[src/rtl/chunked_adder.sv]
// Multi-cycle adder: sums two N-bit operands W bits per clock, carrying between chunks in a register.
// Define CHUNKED_ADDER_OVF_EN to add the registered signed-overflow output ovf.
module chunked_adder #(
    parameter int N = 16,
    parameter int W = 4
) (
    input  logic         clk,
    input  logic         rst,
    input  logic         in_valid,
    output logic         in_ready,
    input  logic [N-1:0] a,
    input  logic [N-1:0] b,
    input  logic         cin,
    output logic         out_valid,
    input  logic         out_ready,
    output logic [N-1:0] sum,
`ifdef CHUNKED_ADDER_OVF_EN
    output logic         ovf,
`endif
    output logic         cout
);

    localparam int CHUNKS = N / W;
    localparam int IDX_W  = (CHUNKS > 1) ? $clog2(CHUNKS) : 1;

    if (W < 1 || W > N || (N % W) != 0) begin : g_bad_cfg
        $error("chunked_adder: N must be a positive multiple of W");
    end

    typedef enum logic [1:0] {IDLE, RUN, DONE} state_t;

    state_t           state_q, state_d;
    logic [IDX_W-1:0] idx;
    logic             carry;
    logic [N-1:0]     a_r, b_r;
    logic [W-1:0]     ca, cb, s;
    logic [W:0]       chunk_sum;
    logic             c, last;

    assign ca        = a_r[int'(idx)*W +: W];
    assign cb        = b_r[int'(idx)*W +: W];
    assign chunk_sum = {1'b0, ca} + {1'b0, cb} + {{W{1'b0}}, carry};
    assign s         = chunk_sum[W-1:0];
    assign c         = chunk_sum[W];
    assign last      = (idx == IDX_W'(CHUNKS - 1));

    assign in_ready  = (state_q == IDLE) && !rst;
    assign out_valid = (state_q == DONE);

    always_ff @(posedge clk) begin
        if (rst) state_q <= IDLE;
        else     state_q <= state_d;
    end

    always_comb begin
        state_d = state_q;
        unique case (state_q)
            IDLE:    if (in_valid)  state_d = RUN;
            RUN:     if (last)      state_d = DONE;
            DONE:    if (out_ready) state_d = IDLE;
            default:                state_d = IDLE;
        endcase
    end

    always_ff @(posedge clk) begin
        if (rst) begin
            idx   <= '0;
            carry <= 1'b0;
            a_r   <= '0;
            b_r   <= '0;
            sum   <= '0;
            cout  <= 1'b0;
`ifdef CHUNKED_ADDER_OVF_EN
            ovf   <= 1'b0;
`endif
        end else begin
            if (state_q == IDLE && in_valid) begin
                a_r   <= a;
                b_r   <= b;
                carry <= cin;
                idx   <= '0;
                sum   <= '0;
                cout  <= 1'b0;
`ifdef CHUNKED_ADDER_OVF_EN
                ovf   <= 1'b0;
`endif
            end else if (state_q == RUN) begin
                sum[int'(idx)*W +: W] <= s;
                carry                 <= c;
                if (last) begin
                    idx  <= '0;
                    cout <= c;
`ifdef CHUNKED_ADDER_OVF_EN
                    // carry into the top bit recovered from its sum bit: s = a ^ b ^ cin
                    ovf  <= c ^ (s[W-1] ^ ca[W-1] ^ cb[W-1]);
`endif
                end else begin
                    idx <= idx + 1'b1;
                end
            end
        end
    end

endmodule

[config.mk]
export PLATFORM = sky130hd
export DESIGN_NAME = chunked_adder
export DESIGN_NICKNAME = d
export VERILOG_FILES = /design/src/rtl/chunked_adder.sv
export SDC_FILE = /design/constraint.sdc
export NUM_CORES = 1
export LEC_CHECK = 0
export ABC_CLOCK_PERIOD_IN_PS = 2600
export BUFFER_PORTS_ARGS = -buffer_cell sky130_fd_sc_hd__buf_2
export CAP_MARGIN = 10
export CORE_MARGIN = 1.5
export CORE_UTILIZATION = 40
export DETAILED_ROUTE_END_ITERATION = 7
export PLACE_DENSITY_LB_ADDON = 0.2
export SLEW_MARGIN = 20
export SYNTH_ARGS = -nofsm -noshare
export SYNTH_HDL_FRONTEND = slang
export SYNTH_SLANG_ARGS = --single-unit
[constraint.sdc]
create_clock -name clk -period 2.6 [get_ports clk]
set_clock_uncertainty 0.15 [all_clocks]
set_input_delay 0.13 -clock clk [delete_from_list [all_inputs] [get_ports clk]]
set_output_delay 0.13 -clock clk [all_outputs]
set_load 0.005 [all_outputs]
==> results of run 1 <==
-- worst min-delay path by stage --
stage,cells after the start,endpoint,from
3_5_place_dp,3,b_r[8]$_SDFFE_PP0P_,b[8]
3_3_place_gp,3,b_r[14]$_SDFFE_PP0P_,b[14]
4_1_cts,4,state_q[0]$_SDFFE_PP0P_,in_valid
2_1_floorplan,2,a_r[13]$_SDFFE_PP0P_,a[13]
6_report,4,state_q[0]$_SDFFE_PP0P_,in_valid
5_1_grt,4,state_q[0]$_SDFFE_PP0P_,in_valid
-- power breakdown --
group          switching, mW  leakage (nW)  internal, mW  total, mW
Combinational          0.135         0.846         0.127      0.263
Sequential            0.0238         0.442         0.863      0.886
Clock                  0.277        0.0585         0.289      0.566
-- stage by stage --
step | hold slack, ns | area [um^2]
floorplan | 0.116 | 2400
global placement | 0.222 | 2730
detailed placement | 0.229 | 2730
CTS | 0.0796 | 3180
global route | 0.104 | 3180
finish | 0.0855 | 3180
-- what timing repair did --
| action | 4_1_cts | 5_1_grt |
|---|---|---|
| hold buffers | 34 | 0 |
| endpoints found under the hold margin | 34 | 0 |
| resized for setup | 0 | 2 |
| endpoints found under the setup margin | 0 | 14 |
-- state kept, by name, summed over array words and instances (netlist names) --
register,count
a_r,16
b_r,16
sum,16
idx,2
state_q,2
carry,1
cout,1
-- final cells by class --
cell class	instances	area, um^2	share of cell area (%)
Timing Repair Buffer	95	661	20.8
Inverter	7	26.3	0.826
Clock buffer	5	68.8	2.16
Multi-Input combinational cell	191	1200	37.8
Sequential cell	54	1090	34.1
Clock inverter	3	43.8	1.38
Tap cell	75	93.8	2.95
-- critical path, cell delays in order, from the launching register on --
cell and delay (ns):
dfxtp_4 0.45, mux4_2 0.53, fa_1 0.43, a211o_1 0.32, a21o_1 0.21, a32oi_1 0.20
nor2_1 0.05
-- layer usage --
metal	part of all wire, %	vias up
met3	2.8	6
met2	50	40
met1	46	995
met4	0.80	0
met5	0	-
li1	-	1081
-- cells by family after synthesis --
kind of cell	count (synthesis)
simple gates	113
compound gates	58
flops	54
buf+inv	23
fa+ha+maj	11
mux	8
xor+xnor	1
-- cell usage after synthesis, drive strengths merged, types with 2 or more instances --
| library cell | number | area, um^2 |
|---|---|---|
| nand2b | 2 | 20.0 |
| nor3 | 3 | 15.0 |
| nand2 | 73 | 277 |
| nor2b | 2 | 12.5 |
| inv | 7 | 26.3 |
| nor2 | 23 | 86.3 |
| ha | 9 | 113 |
| dfxtp | 54 | 1080 |
| a22oi | 13 | 97.6 |
| a32oi | 4 | 35.0 |
| nor4 | 2 | 33.8 |
| fa | 2 | 40.0 |
| mux4 | 8 | 184 |
| a21oi | 35 | 175 |
| clkbuf | 4 | 15.0 |
| buf | 12 | 75.1 |
==> metrics.cfg, run 1 <==
[outcome]
status = finished clean

[critical_path]
worstSetupPathType = flip-flop to flip-flop
setup.worst_path.end = sum[15]$_SDFFE_PP0P_
ff2ff_path_depth = 6
r2r_slack_ns = 0.13
critPathMaxFanout = 9
arrival_ns = 2.49
crit_path_end_kind = flip-flop
reg2reg_to = sum[15]$_SDFFE_PP0P_
reg2reg_from = idx[0]$_SDFFE_PP0P_
cp-start-kind = flip-flop
cp-startpoint = idx[0]$_SDFFE_PP0P_
critPathRequiredTime_ns = 2.62

[die]
ioPinCount = 56
rows = 28
die-area_mm2 = 0.00647
coreArea_mm2 = 0.00585
die_w_um = 80.5
start_util_pct = 41.0
fp.dieH_um = 80.5

[pwr]
p_total_mw = 1.72
vdd_drop_max_uv = 294
p_leak_nw = 1.35
p_per_area_mw_per_mm2 = 539

[cts]
cts_tree = built
path_clk_slew_ns = 0.10
htree_levels = 2
post_cts_buffers = 0
clk_path_buf_depth = 2
clk_latency_ns = 0.30
ctsRootBufferMaster = clkbuf_8
cts_buffers = 5
clkSinkCount = 54

[finish]
antenna-diode-count = 0
area_delta_synth_final_pct = 32.6
final_cell_mix = nand2_1, buf_2, dfxtp_1
drive_gt1_share_pct = 23.7
finalNonFillerCells = 430
fillers = 535
final_common_cell = nand2_1
final_util_pct = 54.4
nNetsFinal = 402

[logic_synthesis]
ys_warn_count = 0
synth_top_family_by_area = simple AND/OR/NAND/NOR gates
syn_area_per_cell_um2 = 8.95
synth_cell_type_count = 36
syn-num-nets = 316
synthArstFlopShare_pct = 0
netlist_area_mm2 = 0.00240
yosys-mux-area-fraction_pct = 7.66
synth_edf_count = 0
synth_xor_area_share_pct = 0.365
synth-seq-area-share_pct = 45.0
synth_compound_area_share_pct = 14.7
synth_flop_cell = dfxtp_1
yosys_register_bits = 54
synth-simple-area-share_pct = 21.0
syn_inst = 268
synthAdderAreaFrac_pct = 6.36

[grt]
grt_usage_pct = 18.6
top_usage_layer = met2
grtUsageMet1_pct = 23.9
gr-usage-met3_pct = 3.52
grt_start_max_net_pins = 38
antenna_found_initial = 0
met2_usage_pct = 31.8
grt_overflow = 0
grt_pass1_vias = 2124
grt_pass1_wl_mm = 9.42

[sta]
relSlewSlack_pct = 51.4
rsz0062_at_grt = yes
fmax_mhz = 405
setup_tns_ns = 0
setup_violations = 0
drv_slew = 0
min_period_ns = 2.47
worst_slack_ns = 0.131
hold_viol_final = 0
timing.final.crit_share_pct = 95.0
tightest_slew_ns = 0.729

[place]
place_congestion = 0.791
placed_cells = 388
dp.final_hpwl_mm = 3.78
port_buffers = 55
dp_slack_ns = 0.0522

[routing]
drc = 0
drt_iter0_drc = 111
via_per_inst = 4.93
drt_first_pass_iters = 6
ant_nets = 0
totalWireLength_mm = 5.52
wire_per_inst_um = 12.8
routed-via-count = 2122

[job]
drv_cap = 0

[min_path]
hold_path_class = input pin to flip-flop

(Power assumes the default switching activity.)
==> run 2, diff against run 1 <==
- PLACE_DENSITY: unset -> 0.76
- PLACE_DENSITY_LB_ADDON: 0.2 -> unset
==> metrics.cfg, run 2 (same netlist as run 1, synthesis figures left out) <==
[grt]
antenna_found_initial = 0
grt_start_max_net_pins = 38
grt_usage_pct = 18.9
grt_pass1_vias = 2106
grt_pass1_wl_mm = 9.68
grt_overflow = 0

[critical_path]
critPathRequiredTime_ns = 2.62
arrival_ns = 2.46
crit_path_end_kind = flip-flop
critPathMaxFanout = 6
cp-start-kind = flip-flop
worstSetupPathType = flip-flop to flip-flop

[die]
coreArea_mm2 = 0.00585
start_util_pct = 41.0
fp.dieH_um = 80.5
ioPinCount = 56
die_w_um = 80.5
rows = 28
die-area_mm2 = 0.00647

[cts]
cts_tree = built
clk_path_buf_depth = 2
clk_latency_ns = 0.30
ctsRootBufferMaster = clkbuf_8
htree_levels = 2
clkSinkCount = 54
cts_buffers = 5
path_clk_slew_ns = 0.09

[pwr]
pwr-share-seq_pct = 55.1
p_int_mw = 1.18
p_total_mw = 1.61
p_per_area_mw_per_mm2 = 508
p_leak_nw = 1.34
combinationalPowerShare_pct = 16.6
p_sw_uw = 423
pwr-share-clk_pct = 28.3
vdd_drop_max_uv = 270
swShare_pct = 26.4

[finish]
ff_latch_area_mm2 = 0.00109
antenna-diode-count = 0
final_common_cell = nand2_1
drive_gt1_share_pct = 23.9
nNetsFinal = 403
finalNonFillerCells = 431
final_util_pct = 54.0
final_cell_mix = nand2_1, buf_2, dfxtp_1
area_delta_synth_final_pct = 31.7
multiInputGateArea_mm2 = 0.00120
top_regs = a_r (16), b_r (16), sum (16)
fillers = 511

[sta]
setup_violations = 0
tightest_slew_ns = 0.685
drv_slew = 0
setup_tns_ns = 0
fmax_mhz = 410
relSlewSlack_pct = 54.3
timing.final.crit_share_pct = 93.9
rsz0062_at_grt = no
hold_viol_final = 0
min_period_ns = 2.44

[routing]
via_per_inst = 5.01
drc = 0
drt_iter0_drc = 52
drt_first_pass_iters = 4
wire_per_inst_um = 13.2
routed-via-count = 2158
totalWireLength_mm = 5.69
ant_nets = 0

[outcome]
status = finished clean

[job]
drv_cap = 0

[place]
placed_cells = 388
place_congestion = 0.802
dp.final_hpwl_mm = 3.82
port_buffers = 55

[min_path]
hold_path_class = input pin to flip-flop

## run 2: cell types whose count changed in the layout (fill, tap and decap cells not counted), sizes merged
cell         change
dlygate4sd3      -1
inv              -1
buf              +2
clkbuf           +1
clkinv           +1
bufinv           -1
## run 2: critical path, stage by stage (launching register included)
cell	delay, ns
dfxtp_4	0.40
mux4_2	0.52
fa_1	0.44
a211o_1	0.33
a21o_1	0.21
a32oi_1	0.20
nor2_1	0.06
## run 2: layout make-up
cell class / instances / area share, %
Clock buffer: 6 / 2.30
Inverter: 7 / 0.831
Multi-Input combinational cell: 191 / 38.0
Tap cell: 75 / 2.97
Timing Repair Buffer: 96 / 21.1
Clock inverter: 2 / 0.435
Sequential cell: 54 / 34.4
## run 2: what timing repair did
| item | CTS | global route |
|---|---|---|
| setup buffers | 0 | 2 |
| hold buffers | 33 | 0 |
| endpoints found under the hold margin | 33 | 0 |
| endpoints found under the setup margin | 0 | 9 |
| gates resized for setup | 0 | 2 |
## run 2: path summary, 6_finish.rpt
kind / start / to / slack (ns) / cells past startpoint
hold / removal: out_ready / state_q[1]$_SDFFE_PP0P_ / 0.02 / 4
setup reg to reg: idx[0]$_SDFFE_PP0P_ / sum[11]$_SDFFE_PP0P_ / 0.16 / 6
hold reg to reg: a_r[3]$_SDFFE_PP0P_ / a_r[3]$_SDFFE_PP0P_ / 0.31 / 2
setup / recovery: idx[0]$_SDFFE_PP0P_ / sum[11]$_SDFFE_PP0P_ / 0.16 / 6
## run 2: stage by stage
stage,area [um^2],setup slack (ns),hold slack (ns)
finish,3160,0.158,0.0162
global route,3160,0.0292,0.0761
CTS,3140,0.0650,0.0121
detailed placement,2730,0.0872,0.227
global placement,2730,0.153,0.222
floorplan,2400,0.0740,0.116
## run 2: power groups by stage
stage	Sequential [mW]	Clock (mW)	Combinational [mW]
5_1_grt	0.890	0.494	0.297
6_report	0.884	0.455	0.267
4_1_cts	0.886	0.470	0.262
3_5_place_dp	0.906	0	0.224
3_3_place_gp	0.905	0	0.220
2_1_floorplan	0.898	0	0.163
## run 2: per-layer routing
metal  global-route usage (%)  wire (um)  vias to the layer above
li1                         -          -                     1086
met1                     22.1       2400                     1012
met2                     35.2       2980                       56
met3                     3.18        273                        4
met4                     5.00         39                        0
met5                        0          0                        -
==> run 3, diff against run 2 <==
- BUFFER_PORTS_ARGS: -buffer_cell sky130_fd_sc_hd__buf_2 -> -buffer_cell sky130_fd_sc_hd__buf_4
==> metrics.cfg, run 3 (same netlist as run 1, synthesis figures left out) <==
[outcome]
status = finished clean

[critical_path]
cp-start-kind = flip-flop
arrival_ns = 2.50
critPathRequiredTime_ns = 2.63
cp_top_family = compound AO/OA/AOI/OAI gates
critPathSlowestCell = mux4_2
critPathMaxFanout = 8
worstSetupPathType = flip-flop to flip-flop
cp.buffers_inverters = 0
crit_path_end_kind = flip-flop
critPathMaxStageDelay_ns = 0.54
path_cells = mux4_2 -> fa_1 -> a211o_1 -> a21o_1 -> a32oi_1 -> nor2_1

[sta]
timing.final.crit_share_pct = 95.3
min_period_ns = 2.48
drv_slew = 0
rsz0062_at_grt = no
fmax_mhz = 403
hold_slack_ns = 0.0147
tightest_slew_ns = 0.701
relSlewSlack_pct = 53.3
setup_tns_ns = 0
hold_viol_final = 0
setup_violations = 0

[place]
place_congestion = 0.825
port_buffers = 55
dp.final_hpwl_mm = 3.95
placed_cell_area_mm2 = 0.00286

[routing]
drt_first_pass_iters = 4
drt_iter0_drc = 101
drc = 0
routed-via-count = 2134
ant_nets = 0
via_per_inst = 4.99
wire_per_inst_um = 13.4
totalWireLength_mm = 5.75

[finish]
fillers = 523
ff_latch_area_mm2 = 0.00109
area_delta_synth_final_pct = 37.0
antenna-diode-count = 0
nNetsFinal = 400
drive_gt1_share_pct = 23.5
final_cell_mix = nand2_1, buf_4, dfxtp_1
stdcell_area_mm2 = 0.00329
top_regs = a_r (16), b_r (16), sum (16)
multiInputGateArea_mm2 = 0.00120
final_common_cell = nand2_1

[cts]
ctsRootBufferMaster = clkbuf_8
clk_latency_ns = 0.30
clkSinkCount = 54
htree_levels = 2
clk_path_buf_depth = 2
path_clk_slew_ns = 0.10
cts_buffers = 5
cts_tree = built

[grt]
grt_pass1_wl_mm = 9.84
grt_pass1_vias = 2146
grt_usage_pct = 19.7
grt_start_max_net_pins = 39
grt_overflow = 0
antenna_found_initial = 0

[die]
die-area_mm2 = 0.00647
start_util_pct = 41.0
coreArea_mm2 = 0.00585
die_w_um = 80.5
ioPinCount = 56
fp.dieH_um = 80.5
rows = 28

[job]
drv_cap = 0

[pwr]
p_leak_nw = 1.36
vdd_drop_max_uv = 265
p_total_mw = 1.67
p_per_area_mw_per_mm2 = 507

[min_path]
hold_path_class = input pin to flip-flop

-- run 3: area by class of cell --
type,count,share of cell area [%]
inverters,7,0.799
multi-input cells,191,36.6
repair buffers,93,23.7
well taps,75,2.85
clock inverters,2,0.495
clock buffers,6,2.51
flip-flops and latches,54,33.0
-- run 3: where the power goes --
| part | internal, mW | total, mW | switching [mW] |
|---|---|---|---|
| logic | 0.143 | 0.280 | 0.137 |
| clock network | 0.220 | 0.502 | 0.282 |
| registers | 0.863 | 0.886 | 0.0235 |
-- run 3: path summary, 6_finish.rpt --
kind                  startpoint                 endpoint  slack (ns)  depth (start not counted)
min                    out_ready  state_q[1]$_SDFFE_PP0P_        0.01                          4
max reg2reg  idx[0]$_SDFFE_PP0P_     sum[15]$_SDFFE_PP0P_        0.12                          6
max          idx[0]$_SDFFE_PP0P_     sum[15]$_SDFFE_PP0P_        0.12                          6
min reg2reg  b_r[5]$_SDFFE_PP0P_      b_r[5]$_SDFFE_PP0P_        0.31                          2
-- run 3: per-stage QoR --
step,worst slack (ns),instances,utilization [%]
after global routing,0.00227,428,56.2
after detailed placement,0.0884,387,48.8
after global placement,0.159,387,48.8
after floorplan,0.0740,268,-
after CTS,0.0697,428,56.1
final,0.121,428,56.2
-- run 3: repair_timing --
action	4_1_cts	5_1_grt
gates resized for setup	0	2
buffers inserted	0	0
setup endpoints to repair	0	10
hold buffers	33	0
hold endpoints to repair	33	0
-- run 3: tightest hold or removal path: stages --
cell     delay (ns)
buf_4          0.11
inv_1          0.04
a22oi_1        0.07
nor2_1         0.09
-- run 3: metal layers --
metal / vias to the layer above / global-route usage (%) / share of wire (%)
li1: 1082 / - / -
met1: 992 / 23.3 / 43
met2: 49 / 35.1 / 51
met3: 11 / 4.55 / 3.9
met4: 0 / 6.03 / 1.6
met5: - / 0 / 0
